**config.mk**
```make
export PLATFORM = sky130hd
export DESIGN_NAME = icache_ctrl
export DESIGN_NICKNAME = d
export VERILOG_FILES = /design/src/rtl/icache_ctrl.sv
export SDC_FILE = /design/constraint.sdc
export NUM_CORES = 1
export LEC_CHECK = 0
export CAP_MARGIN = 25
export CORE_ASPECT_RATIO = 0.7
export CORE_UTILIZATION = 30
export CTS_BUF_LIST = sky130_fd_sc_hd__clkbuf_2
export CTS_CLUSTER_DIAMETER = 80
export DETAILED_ROUTE_END_ITERATION = 16
export GPL_ROUTABILITY_DRIVEN = 0
export PLACE_DENSITY_LB_ADDON = 0.15
export SLEW_MARGIN = 20
export SYNTH_ARGS = -nofsm -noshare
export SYNTH_HDL_FRONTEND = slang
export SYNTH_SLANG_ARGS = --single-unit
```
**constraint.sdc**
```tcl
create_clock -name clock -period 12.9 [get_ports clock]
set_clock_uncertainty 0.2 [all_clocks]
set_input_delay 3.87 -clock clock [delete_from_list [all_inputs] [get_ports clock]]
set_output_delay 3.87 -clock clock [all_outputs]
set_load 0.05 [all_outputs]
```
**src/rtl/icache_ctrl.sv**
```systemverilog
// Miss/prefetch controller for the direct-mapped instruction cache: streams
// sequential line loads after a miss and writes returning lines into the cache.
module icache_ctrl #(
   parameter int PF_DEPTH = 8,
   parameter int MAX_OUT  = 4,
   parameter int TAG_W    = 8
) (
   input  logic             clock,
   input  logic             reset,
   input  logic             fetch_miss,
   input  logic [63:0]      fetch_addr,
   output logic [1:0]       mem_command,
   output logic [63:0]      mem_addr,
   input  logic [3:0]       mem_response,
   input  logic [3:0]       mem_tag,
   input  logic [63:0]      mem_data,
   output logic [4:0]       pf_idx,
   output logic [TAG_W-1:0] pf_tag,
   input  logic             pf_in_cache,
   output logic             wr_en,
   output logic [4:0]       wr_idx,
   output logic [TAG_W-1:0] wr_tag,
   output logic [63:0]      wr_data,
   output logic             busy
);
   localparam int CNT_W = $clog2(PF_DEPTH + 1);
   localparam int KEY_W = 5 + TAG_W;

   typedef enum logic { IDLE, STREAM } state_t;
   typedef struct packed {
      logic             valid;
      logic [3:0]       mtag;
      logic [4:0]       idx;
      logic [TAG_W-1:0] tag;
   } entry_t;

   state_t                 state;
   entry_t [MAX_OUT-1:0]   tbl;
   logic [60:0]            ptr;
   logic [CNT_W-1:0]       count;

   logic [60:0]            miss_line;
   logic                   streaming, ptr_hit, miss_hit, skip;
   logic                   issue, accept, advance, redirect;
   logic [MAX_OUT-1:0]     valid_v, freed, avail, alloc_oh;
   logic                   unused_addr_bits;

   assign miss_line        = fetch_addr[63:3];
   assign unused_addr_bits = ^fetch_addr[2:0];
   assign streaming        = (state == STREAM);

   // Table entries are matched on the cache key (idx, tag) only, not the full line.
   always_comb begin
      ptr_hit  = 1'b0;
      miss_hit = 1'b0;
      valid_v  = '0;
      freed    = '0;
      for (int i = 0; i < MAX_OUT; i++) begin
         valid_v[i] = tbl[i].valid;
         freed[i]   = tbl[i].valid && (mem_tag != 4'd0) && (tbl[i].mtag == mem_tag);
         if (tbl[i].valid && ({tbl[i].tag, tbl[i].idx} == ptr[KEY_W-1:0]))
            ptr_hit = 1'b1;
         if (tbl[i].valid && ({tbl[i].tag, tbl[i].idx} == miss_line[KEY_W-1:0]))
            miss_hit = 1'b1;
      end
   end

   // An entry returning this cycle counts as free, so a full table can still issue.
   assign avail    = ~valid_v | freed;
   assign alloc_oh = avail & (~avail + MAX_OUT'(1));
   assign skip     = pf_in_cache || ptr_hit;
   assign issue    = streaming && !skip && (|avail);
   assign accept   = issue && (mem_response != 4'd0);
   assign advance  = streaming && (skip || accept);
   assign redirect = streaming && fetch_miss && (miss_line != ptr) && !miss_hit;

   assign mem_command = issue ? 2'b01 : 2'b00;
   assign mem_addr    = issue ? {ptr, 3'b000} : 64'd0;
   assign pf_idx      = ptr[4:0];
   assign pf_tag      = ptr[5 +: TAG_W];
   assign busy        = streaming || (|valid_v);

   always_comb begin
      wr_en   = 1'b0;
      wr_idx  = '0;
      wr_tag  = '0;
      wr_data = '0;
      for (int i = 0; i < MAX_OUT; i++) begin
         if (freed[i]) begin
            wr_en   = 1'b1;
            wr_idx  = tbl[i].idx;
            wr_tag  = tbl[i].tag;
            wr_data = mem_data;
         end
      end
   end

   always_ff @(posedge clock) begin
      if (reset) begin
         state <= IDLE;
         tbl   <= '0;
         ptr   <= '0;
         count <= '0;
      end else begin
         for (int i = 0; i < MAX_OUT; i++) begin
            if (accept && alloc_oh[i])
               tbl[i] <= '{valid: 1'b1, mtag: mem_response, idx: ptr[4:0], tag: ptr[5 +: TAG_W]};
            else if (freed[i])
               tbl[i].valid <= 1'b0;
         end
         if (!streaming) begin
            if (fetch_miss) begin
               state <= STREAM;
               ptr   <= miss_line;
               count <= '0;
            end
         end else if (redirect) begin
            ptr   <= miss_line;
            count <= '0;
         end else if (advance) begin
            ptr   <= ptr + 61'd1;
            count <= count + CNT_W'(1);
            if (count == CNT_W'(PF_DEPTH - 1))
               state <= IDLE;
         end
      end
   end
endmodule

```
==> out/metrics.cfg <==
[floorplanning]
std_cell_rows = 57
die_h_um = 161
start_util = 0.308
core-area_um2 = 35000
die_area_um2 = 36700
ios = 298
die-width_um = 229

[status]
status = complete, no violations

[cells_and_area]
layout_commonest_cell = clkdlybuf4s50_1
mostFrequentLayoutCells = clkdlybuf4s50_1, dfxtp_1, nor2_1
register_area_um2 = 2760
area_delta_synth_final_pct = 29.0
final_cells = 2055
multi_input_area_um2 = 7080
nets = 1708
nFillCells = 3622
layout-drive-gt1-share = 0.0659

[yosys]
ys_ff_latch = 138
syn-cell-area_um2 = 10800
yosysSeqAreaShare = 0.256
synthFlopType = dfxtp_1
synth-edff-count = 0
ys_warn_count = 0
async_reset_ff_frac = 0
synth_cell_types = 63
syn_inst = 1377
syn_area_per_cell_um2 = 7.83

[timing]
hold_violations = 0
relSlewSlack = 0.286
fin_crit_ns = 11.48
setup_tns_ns = 0
max_clock_freq_mhz = 87.1
worst_pin_slew_ns = 1.07
whs_ns = 0.302
drv_slew = 0
finalCritPeriodShare = 0.890
rsz0062_at_grt = no
fin_ws_ns = 1.42
setup_viol = 0

[hold_path]
hold_path_startpoint = count[1]
holdPathStages = 2
hold_path_end = count[1]
hold_class = register to register

[place]
post-place-cells = 2019
port_buffers = 290
hpwl_um = 32500
pre_cts_slack_ns = 1.33

[grt]
grt_pass1_wl_um = 64400
grt_max_degree = 97
grt_use_total = 0.232
gr-total-overflow = 0
antenna_found_initial = 4
grt_pass1_vias = 10200

[detailed_routing]
viasPerCell = 5.20
routed_wl_um = 43700
ant_nets = 0
drtIter0Drc = 906
dr.pass1.iters = 6
drc = 0
wl_per_cell_um = 21.3
num_vias = 10700

[setup_path]
crit_fanout = 54
rr_startpoint = ptr[0]
critical_path.startpoint_type = primary input
reg2regPathDepth = 10
r2r-end = ptr[12]
worstPathRequired_ns = 8.83
worst-setup-path-type = primary input to primary output
arrival_ns = 7.41
r2r_setup_slack_ns = 8.11
cp-end-kind = primary output

[clock_tree]
numCtsBuffers = 17
cts_sinks = 138
cts_setup_buffers = 0
insertion_delay_ns = 0.81
clk_transition_reported_paths_ns = 0.22
post_cts_resized = 0
clockBufferDepth = 2
cts-root-buf = clkbuf_2
h-tree-depth = 4
cts_tree = yes
hold_buffers = 0

[power]
power_leakage_nw = 4.65
irDropWorstVdd_uv = 42.6
powerDensity_nw_per_um2 = 74.7

[run]
cap_viol_max_count = 0

final cells by class:
class / instances / share of cell area
timing repair buffer: 308 / 0.220
antenna: 4 / 0.000719
inverter: 58 / 0.0156
sequential: 138 / 0.199
tap: 472 / 0.0424
clock inverter: 15 / 0.00791
multi-input combinational: 1043 / 0.509
clock buffer: 17 / 0.00612
kinds of logic after synthesis:
kind of cell | synth area share
buffers and inverters | 0.0943
and+or+nand+nor | 0.276
other | 0.000348
DFF | 0.256
xor gates and xnor gates | 0.144
adders and majority gates | 0.00232
AOI/OAI and AO/OA | 0.174
muxes | 0.0529
state kept, by name, indices dropped and copies added (netlist names):
signal and flops:
ptr 61, count 4, state 1, tbl 72
Yosys cell counts (3+ instances only):
cell,n,share of area
a31oi_1,3,0.0017
buf_2,41,0.019
nand4_1,51,0.030
xnor2_1,113,0.092
and4_1,6,0.0049
o21bai_1,3,0.0021
or4_1,5,0.0035
a221oi_1,18,0.015
nor3_1,38,0.018
inv_1,58,0.020
nor2_1,115,0.040
buf_6,10,0.010
nand3_1,30,0.014
o221a_1,5,0.0052
buf_4,38,0.026
and2_1,65,0.038
mux2i_1,57,0.053
nor3b_1,3,0.0021
nor2b_1,68,0.039
nand2_1,84,0.029
o21a_1,6,0.0042
xor2_1,64,0.052
o21ai_0,36,0.017
a21oi_1,106,0.049
nand2b_1,10,0.0058
dfxtp_1,138,0.26
o31a_1,13,0.011
and3_1,3,0.0017
nand3b_1,16,0.011
clkbuf_1,50,0.017
or3_1,14,0.0081
a21o_1,11,0.0077
o32ai_2,31,0.047
or2_2,5,0.0029
or2_1,3,0.0017
nor4_1,29,0.017
layer usage:
layer	global-route usage	up-vias	part of all wire
met2	0.357	381	0.45
met1	0.326	5163	0.47
li1	-	5117	-
met3	0.0465	28	0.063
met5	0	-	0
met4	0.0647	0	0.015
through the flow:
| stage | instance area, um2 | utilization | power (mW) |
|---|---|---|---|
| 2_1_floorplan | 10800 | - | 0.684 |
| 3_3_place_gp | 13700 | 0.391 | 0.797 |
| 3_5_place_dp | 13700 | 0.391 | 0.799 |
| 4_1_cts | 13900 | 0.397 | 1.05 |
| 5_1_grt | 13900 | 0.397 | 1.09 |
| 6_report | 13900 | 0.397 | 1.04 |
worst max-delay path by stage:
stage,from,end,slack [ns],cells past startpoint
after floorplan,mem_tag[3],wr_idx[0],2.40,10
after global routing,mem_tag[2],mem_addr[4],1.15,11
after detailed placement,mem_tag[2],mem_addr[4],1.33,11
final,mem_tag[2],mem_addr[4],1.42,11
after global placement,mem_tag[2],mem_addr[4],1.35,11
after CTS,mem_tag[2],mem_addr[4],1.32,11
worst max-delay path, stage by stage:
cell and delay [ns]:
clkdlybuf4s50_1 0.67, nor3_1 0.16, or3_1 0.34, a21oi_2 0.12, buf_4 0.29, nor3_1 0.12
nand4_1 0.14, nor2b_4 0.39, buf_12 0.27, and2_1 0.20, clkdlybuf4s50_1 0.82
where the power goes:
group,internal (mW),switching [mW],leakage [nW]
Sequential,0.447,0.0464,1.13
Combinational,0.128,0.174,3.40
Clock,0.0652,0.180,0.118
Total,0.640,0.400,4.65
Note: power is estimated with default switching activity, not from simulation.
